--- config.mk ---
export PLATFORM = sky130hd
export DESIGN_NAME = cordic_atan2_flat
export DESIGN_NICKNAME = d
export VERILOG_FILES = /design/src/rtl/cordic_atan2_if.sv /design/src/rtl/cordic_atan2.sv /design/src/flat_wrapper.sv
export SDC_FILE = /design/constraint.sdc
export NUM_CORES = 2
export LEC_CHECK = 0
export CAP_MARGIN = 5
export CORE_MARGIN = 5
export CORE_UTILIZATION = 40
export DETAILED_ROUTE_END_ITERATION = 8
export SYNTH_ARGS = -nofsm -noshare
export SYNTH_HDL_FRONTEND = slang
export SYNTH_SLANG_ARGS = --single-unit
--- constraint.sdc ---
create_clock -name clk -period 17.45 [get_ports clk]
set_input_delay 3.49 -clock clk [delete_from_list [all_inputs] [get_ports clk]]
set_output_delay 3.49 -clock clk [all_outputs]
set_load 0.05 [all_outputs]
--- src/rtl/cordic_atan2_if.sv ---
// Request/result bundle for the CORDIC engine: start with operands in, busy/done with results out.
// The master drives a request and the slave (the engine) returns held results and a done pulse.
interface cordic_atan2_if #(
  parameter int DATA_W  = 24,
  parameter int ANGLE_W = 16
);
  logic                      crd_start;
  logic                      crd_mode;
  logic signed [DATA_W-1:0]  x_in;
  logic signed [DATA_W-1:0]  y_in;
  logic signed [ANGLE_W-1:0] z_in;
  logic                      crd_busy;
  logic                      crd_done;
  logic signed [DATA_W-1:0]  crd_x;
  logic signed [DATA_W-1:0]  crd_y;
  logic signed [ANGLE_W-1:0] crd_angle;

  modport master (
    output crd_start, crd_mode, x_in, y_in, z_in,
    input  crd_busy, crd_done, crd_x, crd_y, crd_angle
  );

  modport slave (
    input  crd_start, crd_mode, x_in, y_in, z_in,
    output crd_busy, crd_done, crd_x, crd_y, crd_angle
  );
endinterface

--- src/rtl/cordic_atan2.sv ---
// Iterative full-circle CORDIC: vectoring (atan2 + magnitude) or rotation, one micro-rotation
// per clock, followed by gain compensation and saturation of the x/y results.
module cordic_atan2 #(
  parameter int DATA_W     = 24,
  parameter int ANGLE_W    = 16,
  parameter int ITERATIONS = 16,
  parameter int GAIN_FRAC  = 14,
  parameter int GAIN       = 9949
) (
  input logic           clk,
  input logic           rst_n,
  cordic_atan2_if.slave crd
);
  localparam int WIDE_W = DATA_W + 2;
  localparam int PROD_W = WIDE_W + GAIN_FRAC + 1;
  localparam int IDX_W  = $clog2(ITERATIONS);

  typedef logic signed [DATA_W-1:0]  data_t;
  typedef logic signed [WIDE_W-1:0]  wide_t;
  typedef logic signed [ANGLE_W-1:0] angle_t;
  typedef logic signed [PROD_W-1:0]  prod_t;
  typedef logic        [IDX_W-1:0]   idx_t;
  typedef enum logic [1:0] {IDLE, ITER, SCALE, OUT} state_e;

  localparam angle_t QUARTER  = angle_t'(64'sd1 <<< (ANGLE_W - 2));
  localparam prod_t  GAIN_P   = prod_t'(GAIN);
  localparam data_t  DATA_MAX = data_t'({1'b0, {(DATA_W-1){1'b1}}});
  localparam data_t  DATA_MIN = data_t'({1'b1, {(DATA_W-1){1'b0}}});

  // atan(1/n) in Q<frac> by its alternating series; only called with n >= 2.
  function automatic longint atan_inv(longint n, int frac);
    longint pw, acc;
    pw  = (64'sd1 <<< frac) / n;
    acc = 64'sd0;
    for (int k = 0; k < 64; k++) begin
      if (k % 2 == 0) acc += pw / longint'(2 * k + 1);
      else            acc -= pw / longint'(2 * k + 1);
      pw = pw / (n * n);
    end
    return acc;
  endfunction

  // Binary-angle table entry, normalised against pi/4 (Machin) so no real math is needed.
  function automatic angle_t atan_entry(int idx);
    int     frac;
    longint a45, ai;
    frac = 62 - ANGLE_W;
    a45  = 64'sd4 * atan_inv(64'sd5, frac) - atan_inv(64'sd239, frac);
    if (idx == 0) return angle_t'(QUARTER >>> 1);
    ai = atan_inv(64'sd1 <<< idx, frac);
    return angle_t'(((ai <<< (ANGLE_W - 3)) + a45 / 64'sd2) / a45);
  endfunction

  function automatic data_t sat(prod_t p);
    prod_t s;
    s = p >>> GAIN_FRAC;
    if (s > prod_t'(DATA_MAX)) return DATA_MAX;
    if (s < prod_t'(DATA_MIN)) return DATA_MIN;
    return data_t'(s);
  endfunction

  angle_t atan_lut [ITERATIONS];
  for (genvar g = 0; g < ITERATIONS; g++) begin : g_atan
    localparam angle_t ENTRY = atan_entry(g);
    assign atan_lut[g] = ENTRY;
  end

  state_e state_q, state_d;
  wide_t  x_q, x_d, y_q, y_d;
  angle_t z_q, z_d;
  idx_t   i_q, i_d;
  logic   mode_q, mode_d;
  prod_t  px_q, px_d, py_q, py_d;
  data_t  x_out_q, x_out_d, y_out_q, y_out_d;
  angle_t ang_out_q, ang_out_d;
  logic   done_q, done_d;

  wide_t x_ext, y_ext, x_sh, y_sh;
  logic  zero_vec, dir_pos;

  assign x_ext    = wide_t'(crd.x_in);
  assign y_ext    = wide_t'(crd.y_in);
  assign x_sh     = x_q >>> i_q;
  assign y_sh     = y_q >>> i_q;
  assign zero_vec = !crd.crd_mode && (crd.x_in == '0) && (crd.y_in == '0);
  assign dir_pos  = mode_q ? z_q[ANGLE_W-1] : !y_q[WIDE_W-1];

  // NOTE: reset is synchronous (sampled only on the rising edge) and all state uses <=,
  // so every register observes the same pre-edge values regardless of block order.
  always_ff @(posedge clk) begin
    if (!rst_n) state_q <= IDLE;
    else        state_q <= state_d;
  end

  always_comb begin
    state_d = state_q;
    unique case (state_q)
      IDLE:    if (crd.crd_start) state_d = zero_vec ? OUT : ITER;
      ITER:    if (i_q == idx_t'(ITERATIONS - 1)) state_d = SCALE;
      SCALE:   state_d = OUT;
      OUT:     state_d = IDLE;
      default: state_d = IDLE;
    endcase
  end

  always_comb begin
    crd.crd_busy = (state_q != IDLE);
  end

  // NOTE: every _d variable takes its hold value first, so no path through the case
  // leaves one unassigned and no latch can be inferred.
  always_comb begin
    x_d       = x_q;
    y_d       = y_q;
    z_d       = z_q;
    i_d       = i_q;
    mode_d    = mode_q;
    px_d      = px_q;
    py_d      = py_q;
    x_out_d   = x_out_q;
    y_out_d   = y_out_q;
    ang_out_d = ang_out_q;
    done_d    = 1'b0;
    unique case (state_q)
      IDLE: if (crd.crd_start) begin
        mode_d = crd.crd_mode;
        i_d    = '0;
        x_d    = x_ext;
        y_d    = y_ext;
        z_d    = '0;
        // Fold the input into the right half-plane so the ~100 deg micro-rotation range suffices.
        if (!crd.crd_mode) begin
          if (zero_vec) begin
            px_d = '0;
            py_d = '0;
          end else if (crd.x_in < 0 && crd.y_in >= 0) begin
            x_d = y_ext;  y_d = -x_ext; z_d = QUARTER;
          end else if (crd.x_in < 0) begin
            x_d = -y_ext; y_d = x_ext;  z_d = -QUARTER;
          end
        end else begin
          z_d = crd.z_in;
          if (crd.z_in > QUARTER) begin
            x_d = -y_ext; y_d = x_ext;  z_d = crd.z_in - QUARTER;
          end else if (crd.z_in < -QUARTER) begin
            x_d = y_ext;  y_d = -x_ext; z_d = crd.z_in + QUARTER;
          end
        end
      end
      ITER: begin
        if (dir_pos) begin
          x_d = x_q + y_sh; y_d = y_q - x_sh; z_d = z_q + atan_lut[i_q];
        end else begin
          x_d = x_q - y_sh; y_d = y_q + x_sh; z_d = z_q - atan_lut[i_q];
        end
        i_d = i_q + idx_t'(1);
      end
      SCALE: begin
        px_d = prod_t'(x_q) * GAIN_P;
        py_d = prod_t'(y_q) * GAIN_P;
      end
      OUT: begin
        x_out_d   = sat(px_q);
        y_out_d   = sat(py_q);
        ang_out_d = z_q;
        done_d    = 1'b1;
      end
      default: ;
    endcase
  end

  always_ff @(posedge clk) begin
    if (!rst_n) begin
      x_q       <= '0;
      y_q       <= '0;
      z_q       <= '0;
      i_q       <= '0;
      mode_q    <= 1'b0;
      px_q      <= '0;
      py_q      <= '0;
      x_out_q   <= '0;
      y_out_q   <= '0;
      ang_out_q <= '0;
      done_q    <= 1'b0;
    end else begin
      x_q       <= x_d;
      y_q       <= y_d;
      z_q       <= z_d;
      i_q       <= i_d;
      mode_q    <= mode_d;
      px_q      <= px_d;
      py_q      <= py_d;
      x_out_q   <= x_out_d;
      y_out_q   <= y_out_d;
      ang_out_q <= ang_out_d;
      done_q    <= done_d;
    end
  end

  assign crd.crd_done  = done_q;
  assign crd.crd_x     = x_out_q;
  assign crd.crd_y     = y_out_q;
  assign crd.crd_angle = ang_out_q;
endmodule

--- src/flat_wrapper.sv ---
// flat-port wrapper written by rule: the top's interface ports become plain ports
module cordic_atan2_flat 
#(
  parameter int DATA_W     = 24,
  parameter int ANGLE_W    = 16,
  parameter int ITERATIONS = 16,
  parameter int GAIN_FRAC  = 14,
  parameter int GAIN       = 9949
)
  (clk, rst_n, crd_crd_start, crd_crd_mode, crd_x_in, crd_y_in, crd_z_in, crd_crd_busy, crd_crd_done, crd_crd_x, crd_crd_y, crd_crd_angle);
  cordic_atan2_if #(.DATA_W(DATA_W), .ANGLE_W(ANGLE_W)) crd_i ();
  input logic clk;
  input logic rst_n;
  input wire logic [$bits(crd_i.crd_start)-1:0] crd_crd_start;
  input wire logic [$bits(crd_i.crd_mode)-1:0] crd_crd_mode;
  input wire logic [$bits(crd_i.x_in)-1:0] crd_x_in;
  input wire logic [$bits(crd_i.y_in)-1:0] crd_y_in;
  input wire logic [$bits(crd_i.z_in)-1:0] crd_z_in;
  output wire logic [$bits(crd_i.crd_busy)-1:0] crd_crd_busy;
  output wire logic [$bits(crd_i.crd_done)-1:0] crd_crd_done;
  output wire logic [$bits(crd_i.crd_x)-1:0] crd_crd_x;
  output wire logic [$bits(crd_i.crd_y)-1:0] crd_crd_y;
  output wire logic [$bits(crd_i.crd_angle)-1:0] crd_crd_angle;
  assign crd_i.crd_start = crd_crd_start;
  assign crd_i.crd_mode = crd_crd_mode;
  assign crd_i.x_in = crd_x_in;
  assign crd_i.y_in = crd_y_in;
  assign crd_i.z_in = crd_z_in;
  assign crd_crd_busy = crd_i.crd_busy;
  assign crd_crd_done = crd_i.crd_done;
  assign crd_crd_x = crd_i.crd_x;
  assign crd_crd_y = crd_i.crd_y;
  assign crd_crd_angle = crd_i.crd_angle;
  cordic_atan2 #(.DATA_W(DATA_W), .ANGLE_W(ANGLE_W), .ITERATIONS(ITERATIONS), .GAIN_FRAC(GAIN_FRAC), .GAIN(GAIN)) u_core (.clk(clk), .rst_n(rst_n), .crd(crd_i));
endmodule
==> impl_metrics.csv <==
group,metric,value,unit
logic_synthesis,synth-main-ff-cell,"dfxtp_1",
clocking,cts_max_level,4,
clocking,ctsRootBufferMaster,"clkbuf_16",
logic_synthesis,syn_area,32700,sq um
logic_synthesis,synth_seq_area_share,11.9,%
clocking,cts_sinks,194,
die,rows,104,
critical_path,start_kind,"input pin",
drt,dr.pass1.iters,5,
logic_synthesis,synth_fp_nets,4687,
timing,hold_viol_final,0,
timing,fin_skew,0.0230,ns
timing,worstMarginPinSlew,1.15,ns
cells_and_area,drive_gt1_share,5.14,%
drt,drtAntennaViolNets,0,
logic_synthesis,synthTopCellsByCount,"511 x inv_1, 410 x ha_1, 312 x fa_1",
timing,setup_viol,0,
logic_synthesis,ys_seq_elements,194,
grt,grt_pass1_vias,27000,
logic_synthesis,yosysWarnings,0,
logic_synthesis,synth-async-reset-ratio,0,%
logic_synthesis,synth-edff-count,0,
timing,relSlewSlack,22.7,%
grt,grt_max_degree,88,
clocking,post-cts-setup-buffers,0,
logic_synthesis,postSynthCellCount,3897,
status,outcome,"complete, no violations",
timing,tns,0,ns
grt,track_usage,22.0,%
timing,maxSlewViolCount,0,
critical_path,cp-end-kind,"flip-flop",
clocking,cts_resized,0,
timing,min_period,8.01,ns
drt,via_per_inst,5.62,
drt,vias,27900,
timing,fin_crit_sh,45.9,%
timing,rsz0062_at_grt,"no",
clocking,cts_tree,"yes",
clocking,numCtsBuffers,17,
cells_and_area,syn_to_final_growth,8.66,%
clocking,clkLatencyLatePin,0.53,ns
clocking,hold_buffers,0,
die,core_region_area,80800,sq um
drt,drcViolationCount,0,
die,initial_core_util,40.5,%
logic_synthesis,yosysUniqueCellTypes,85,
cells_and_area,nFillCells,7970,
grt,overflow,0,
grt,antenna_found_initial,2,
critical_path,path_buf_inv,3,
critical_path,cp_max_fo,28,
critical_path,worstPathRequired,17.87,ns
critical_path,crit_arrival,8.43,ns
die,io_pins,134,
hold_path,hold_path.class,"reg -> reg",
drt,wire_per_inst,19.5,microns
critical_path,crit_type,"in -> reg",
logic_synthesis,yosysTopAreaCell,"fa_1",
timing,clock.fmax,125,MHz
critical_path,cp_slowest_cell,"nor2b_2",
die,die-area,87600,sq um
grt,grt_pass1_wl,153,mm
clocking,clk_path_buf_depth,2,
die,die_w,296,microns
clocking,clkTransAtPathRegs,0.07,ns
drt,drtIter0Drc,2131,
logic_synthesis,synth.top_cell.area_share,19.1,%
logic_synthesis,synth_area_leaders,"fa_1 19%, ha_1 16%, dfxtp_1 12%, inv_1 5.9%, xnor2_1 3.8%",
placement,dpl.hpwl,75.8,mm
critical_path,max_stage_delay,0.91,ns
job,drv_cap,0,
cells_and_area,final_nets,4684,
logic_synthesis,syn_avg_cell_area,8.39,sq um
placement,port-buffer-count,133,
drt,routed_wl,96.7,mm
logic_synthesis,yosysMostFrequentCell,"inv_1",
die,fp.dieH,296,microns
critical_path,crit_family,"simple AND/OR/NAND/NOR gates",
placement,place_congestion,0.910,
critical_path,path_cells,"clkdlybuf4s50_1, inv_1, ha_1, or3b_2, nor4_1, nand2_1, or4_4, nor4_4, a21oi_2, buf_4, nor2b_2, nand2_4, o31ai_1",
## final timing paths
| path | from | to | slack, ns | depth (start not counted) |
|---|---|---|---|---|
| max | crd_x_in[1] | u_core.py_q[30] | 9.44 | 13 |
| min reg2reg | u_core.py_q[34] | u_core.py_q[34] | 0.45 | 2 |
| min | u_core.py_q[34] | u_core.py_q[34] | 0.45 | 2 |
| max reg2reg | u_core.y_q[7] | u_core.py_q[37] | 10.11 | 20 |
## cells by family after synthesis
| logic type | synth area share (%) |
|---|---|
| AO/OA/AOI/OAI | 18.9 |
| XOR/XNOR | 6.78 |
| flip-flops | 11.9 |
| multiplexers | 6.00 |
| AND/OR/NAND/NOR | 13.3 |
| buffers and inverters | 8.39 |
| adder cells (fa/ha/maj) | 34.8 |
## layout by cell type, fill, tap and decap left out, drive strengths merged, types with 54 or more instances in the layout
master         netlist  final
dfxtp              194    194
inv                512    518
nor3                68     68
a21oi              237    237
xnor2              142    142
buf                 48     54
nor2               253    253
o21ai              241    241
nand2              275    275
fa                 312    312
a211oi              74     74
ha                 410    410
xor2               111    111
nand2b              83     83
clkdlybuf4s50        0    129
mux2i               61     61
a21o                72     72
## registers in the layout (all words and copies together) (netlist names)
name,flops
u_core.px_q,27
u_core.py_q,27
u_core.x_q,26
u_core.y_q,26
u_core.crd.crd_x,24
u_core.crd.crd_y,24
u_core.crd.crd_angle,16
u_core.z_q,16
u_core.i_q,4
u_core.state_q,2
u_core.crd.crd_done,1
u_core.mode_q,1
## layer usage
layer | track usage [%] | up-vias | routed length (microns)
met3 | 3.63 | 98 | 6280
met1 | 31.3 | 13600 | 44700
met4 | 5.54 | 0 | 2230
met2 | 35.0 | 845 | 43500
li1 | - | 13400 | -
met5 | 0 | - | 0
## metrics by stage
step | hold WS, ns | instances | area [sq um] | worst slack (ns) | util, %
floorplan | 0.420 | 3897 | 32700 | 10.86 | -
global placement | 0.430 | 4935 | 35000 | 9.02 | 43.3
detailed placement | 0.438 | 4935 | 35000 | 8.98 | 43.3
CTS | 0.456 | 4967 | 35500 | 9.54 | 44.0
global route | 0.475 | 4967 | 35500 | 9.18 | 44.0
finish | 0.454 | 4968 | 35500 | 9.44 | 44.0
## worst register-to-register path, delay by kind of cell, from the launching register on
family                   cells  cell delay, ns
buffers and inverters        2            0.10
flip-flops                   1            0.90
AO/OA/AOI/OAI                9            1.99
AND/OR/NAND/NOR              2            0.98
adder cells (fa/ha/maj)      7            3.25
## cell type report
type | instances | area (sq um) | area share (%)
multi-input combinational | 2984 | 26100 | 73.5
sequential | 194 | 3890 | 10.9
inverter | 514 | 1930 | 5.43
timing repair buffer | 183 | 1690 | 4.75
tap | 1060 | 1330 | 3.73
clock buffer | 18 | 439 | 1.24
clock inverter | 14 | 144 | 0.405
antenna | 1 | 2.50 | 0.00704
Power is not shown: default switching activity piles up to over one toggle a cycle in this logic, so the estimate is an artifact.
